--- config.mk ---
export PLATFORM = sky130hd
export DESIGN_NAME = truth_table_sweeper
export DESIGN_NICKNAME = d
export VERILOG_FILES = /design/src/rtl/truth_table_sweeper.sv
export SDC_FILE = /design/constraint.sdc
export NUM_CORES = 1
export LEC_CHECK = 0
export BUFFER_PORTS_ARGS = -buffer_cell sky130_fd_sc_hd__buf_4
export CAP_MARGIN = 20
export CORE_MARGIN = 5
export CORE_UTILIZATION = 49
export CTS_CLUSTER_DIAMETER = 150
export DETAILED_ROUTE_END_ITERATION = 8
export PLACE_DENSITY_LB_ADDON = 0.2
export SYNTH_ARGS = -nofsm -noshare
export SYNTH_HDL_FRONTEND = slang
export SYNTH_SLANG_ARGS = --single-unit
--- constraint.sdc ---
create_clock -name clk -period 2.2 [get_ports clk]
set_input_delay 0 -clock clk [delete_from_list [all_inputs] [get_ports clk]]
set_output_delay 0 -clock clk [all_outputs]
set_load 0.02 [all_outputs]
--- src/rtl/truth_table_sweeper.sv ---
// truth_table_sweeper: sweeps a combinational function through all inputs and checks it against an expected table.
// Optional TTS_STOP_ON_FAIL_EN ends the sweep on the first mismatching entry.
module truth_table_sweeper #(
  parameter int N_IN = 4,
  parameter int SETTLE_CYCLES = 1
) (
  input  logic                 clk,
  input  logic                 rst_n,
  input  logic                 start,
  input  logic                 abort,
  input  logic [2**N_IN-1:0]   expected,
  output logic [N_IN-1:0]      dut_in,
  input  logic                 dut_f,
  output logic                 busy,
  output logic                 done,
  output logic                 pass,
  output logic [2**N_IN-1:0]   result,
  output logic [N_IN:0]        mismatch_count,
  output logic                 first_fail_valid,
  output logic [N_IN-1:0]      first_fail_idx
);
  localparam int W = 2**N_IN;
  localparam logic [N_IN-1:0] LAST = N_IN'(W-1);
  typedef enum logic [1:0] {ST_IDLE, ST_APPLY, ST_DONE} state_t;
  state_t state;
  logic [3:0] settle;
  logic [W-1:0] exp_q;
  logic mis, last;
  assign mis = dut_f != exp_q[dut_in];
`ifdef TTS_STOP_ON_FAIL_EN
  assign last = (dut_in == LAST) || mis;
`else
  assign last = dut_in == LAST;
`endif
  always_ff @(posedge clk or negedge rst_n) begin
    if (!rst_n) begin
      state <= ST_IDLE;
      settle <= '0;
      exp_q <= '0;
      dut_in <= '0;
      busy <= 1'b0;
      done <= 1'b0;
      pass <= 1'b0;
      result <= '0;
      mismatch_count <= '0;
      first_fail_valid <= 1'b0;
      first_fail_idx <= '0;
    end else begin
      case (state)
        ST_IDLE: if (start && !abort) begin
          exp_q <= expected;
          result <= '0;
          mismatch_count <= '0;
          first_fail_valid <= 1'b0;
          first_fail_idx <= '0;
          pass <= 1'b0;
          dut_in <= '0;
          settle <= 4'(SETTLE_CYCLES);
          busy <= 1'b1;
          state <= ST_APPLY;
        end
        ST_APPLY: if (abort) begin
          busy <= 1'b0;
          pass <= 1'b0;
          state <= ST_IDLE;
        end else if (settle != 4'd0) begin
          settle <= settle - 4'd1;
        end else begin
          result[dut_in] <= dut_f;
          if (mis) begin
            mismatch_count <= mismatch_count + 1'b1;
            if (!first_fail_valid) begin
              first_fail_idx <= dut_in;
              first_fail_valid <= 1'b1;
            end
          end
          if (last) begin
            busy <= 1'b0;
            done <= 1'b1;
            pass <= !mis && mismatch_count == '0;
            state <= ST_DONE;
          end else begin
            dut_in <= dut_in + 1'b1;
            settle <= 4'(SETTLE_CYCLES);
          end
        end
        ST_DONE: begin
          done <= 1'b0;
          state <= ST_IDLE;
        end
        default: state <= ST_IDLE;
      endcase
    end
  end
endmodule

==> out/qor.csv <==
metric;value;unit
leakage power;1.652;nW
Post-Syn Area;0.002665;mm²
I/O pin count;54;
final wirelength;5775;µm
Final Hold Vio Count;0;
initial core utilization;0.5120;
Crit. End Element;register;
largest net degree at the start of global routing;56;
Worst path most repeated cell;mux4_2;
Pins Over Slew Limit;0;
Buf/Inv on CP;0;
worst slew pin tran;0.6891;ns
pre-CTS setup slack;-0.1873;ns
Clock Pin Slew Worst Setup and Hold Paths;0.09;ns
Area Overhead vs Synth;31.03;%
VDD IR-drop max;0.0004895;V
Yosys cell types;39;
Setup Skew;0.004422;ns
Synth warnings;0;
critical path class;reg2reg;
critical path's slowest cell;mux4_2;
Synth Net Count;264;
initial antenna violation count;0;
Final Cell Area;0.003492;mm²
synth top area cells;dfrtp_1 (52%), mux2_2 (7.2%), o21ai_0 (6.8%);
Die Wd;83.75;µm
CP max stage delay;0.55;ns
Hold Slack;0.04353;ns
vias in the first global route;2089;
RSZ-0062 raised after global routing;yes;
max-cap violations;0;
final core occ;0.6709;
CP Cell Sequence;mux4_2 > mux4_2 > xnor2_4 > a21o_4 > a221o_1;
CTS tree;done;
PortBufs;53;
post-DP HPWL;4189;µm
DR vias;2097;
worst setup margin;-0.1466;ns
Power Density;825.6;mW/mm²
crit share post-route;1.067;
CP arrival;2.54;ns
H-tree depth;2;
# rows;26;
Placeable Area;0.005205;mm²
TritonCTS Sinks;55;
Crit Path Max Fanout;6;
Finish-stage setup viols;11;
CP required;2.40;ns
number of synthesized register bits;55;
Max Clock Freq;426.2;MHz
Slew HR;0.5406;
sequential fraction of the synthesis area;0.5164;
Synth area leader;dfrtp_1;
Placement Cell Area;0.003176;mm²
outcome;finished, violations left;
setup tns final;-0.7246;ns
Pre-antenna DRT Iters;4;
Post-Syn Instances;235;
post-DR vias/cell;5.461;
Die Y-Extent;83.75;µm
WL/cell;15.04;µm
CTS Buf Count;5;
grt total ovfl;0;
nets;342;
CP Launch Type;register;
share of cells above drive strength 1;0.3376;
Routed Antenna Nets;0;
diode count;0;
RD Place Congestion;0.8115;
global-route wire length before repair;9811;µm
clk buf depth;2;
hold crit path type;in2reg;
share of the synthesized area in the top cell type;0.5164;
Tot GR Track Use;0.1705;
failing checks;negative setup slack;
Iter 0 DRT Violations;125;
fin crit period;2.347;ns
total die area;0.007014;mm²
mean area per synthesized cell;11.34;µm²
# DRC;0;
CTS Root Cell;clkbuf_8;
clk_lat worst skew;0.30;ns
CP top delay family;multiplexers;
## through the flow
step | power, mW | cells
detailed placement | 2.170 | 358
global placement | 2.137 | 358
finish | 2.883 | 384
CTS | 2.906 | 384
floorplan | 1.845 | 235
global route | 3.058 | 384
## routing by layer
layer / GRT usage / vias up / wire length, µm
met1: 0.2189 / 1017 / 2516
li1: - / 1014 / -
met3: 0.04541 / 7 / 360
met5: 0 / - / 0
met4: 0.04825 / 0 / 52
met2: 0.2842 / 59 / 2845
## layout by cell type (no fill, tap or decap), types with 2 or more instances in the layout
cell type	synthesis	layout
mux2_2	17	17
o22ai_1	3	2
a21o_1	2	2
a31oi_1	4	4
nor2b_1	2	2
dfrtp_1	55	54
nand2_1	5	5
mux2i_1	2	2
clkbuf_8	0	6
nand2b_1	5	5
buf_4	0	64
dlygate4sd3_1	0	17
and3_1	4	4
nand3_1	7	7
or2_2	2	2
inv_1	11	11
ha_1	8	8
nor2_1	12	12
o21ai_0	36	35
xor2_1	2	2
a21oi_1	18	18
a221o_1	2	2
mux4_2	1	5
a32o_1	5	5
a211oi_1	2	2
## synthesized netlist by cell type
library cell and count:
a31oi_1 4, xnor2_1 1, xnor2_4 1, mux2_2 17
ha_1 8, nor3_1 1, or3b_2 1, mux2i_1 2
mux4_2 1, buf_6 1, a21o_2 1, clkbuf_1 9
a21oi_1 18, a21boi_0 1, mux4_1 4, dfrtp_1 55
a211oi_1 2, o21ai_0 36, nor2_1 12, nor3b_1 2
and3_1 4, nor4b_1 2, a32o_1 5, nor3_4 1
nor4_1 1, nand3_1 7, a21bo_2 1, nor2b_1 2
or2_2 2, nand4_1 1, buf_2 1, a221o_1 2
inv_1 11, o22ai_1 3, a21o_1 2, nand2_1 5
o22a_1 1, xor2_1 2, nand2b_1 5
## report_power, final
part,internal [mW],switching [mW]
logic,0.455,0.462
registers,1.16,0.122
clock network,0.368,0.312
total,1.99,0.896
## state kept, by name (all words and copies together), names as in the netlist, 2 cells and up
register and cells:
settle 4, first_fail_idx 4, result 16, state 2, exp_q 16, mismatch_count 5, dut_in 4
## what timing repair did
item | CTS | global route
endpoints found under the hold margin | 71 | 0
setup endpoints to repair | 12 | 22
pin swaps | 5 | 3
gates resized for setup | 3 | 2
hold buffers | 17 | 0
buffers inserted | 1 | 0
## path summary, 6_finish.rpt
check | start | end | slack (ns) | cells past startpoint
hold / removal | dut_f | result[15]$_DFFE_PN0P_ | 0.04 | 2
setup / recovery | dut_in[1]$_DFFE_PN0P_ | mismatch_count[3]$_DFFE_PN0P_ | -0.15 | 5
hold reg to reg | done$_DFFE_PN0P_ | done$_DFFE_PN0P_ | 0.49 | 1
max in group asynchronous | rst_n | dut_in[1]$_DFFE_PN0P_ | 1.43 | 2
min in group asynchronous | rst_n | settle[0]$_DFFE_PN0P_ | 0.27 | 2
setup reg to reg | dut_in[1]$_DFFE_PN0P_ | mismatch_count[3]$_DFFE_PN0P_ | -0.15 | 5
## logic make-up (layout without fill, tap and decap cells)
| group | count (synthesis) | in the layout | share of synthesized area |
|---|---|---|---|
| buffers and inverters | 22 | 101 | 0.03427 |
| DFF | 55 | 55 | 0.5164 |
| adders and majority gates | 8 | 8 | 0.03756 |
| muxes | 24 | 24 | 0.1272 |
| AOI/OAI and AO/OA | 76 | 76 | 0.1685 |
| xor gates and xnor gates | 4 | 4 | 0.02019 |
| and+or+nand+nor | 46 | 46 | 0.09577 |
## layout make-up
type	count	area, µm²
multi-input cells	158	1206
repair buffers	82	661.9
flip-flops and latches	55	1378
inverters	11	41.29
clock inverters	2	35.03
clock buffers	6	82.58
fillers	420	1713
well taps	70	87.58
Note: power is estimated with default switching activity, not from simulation.
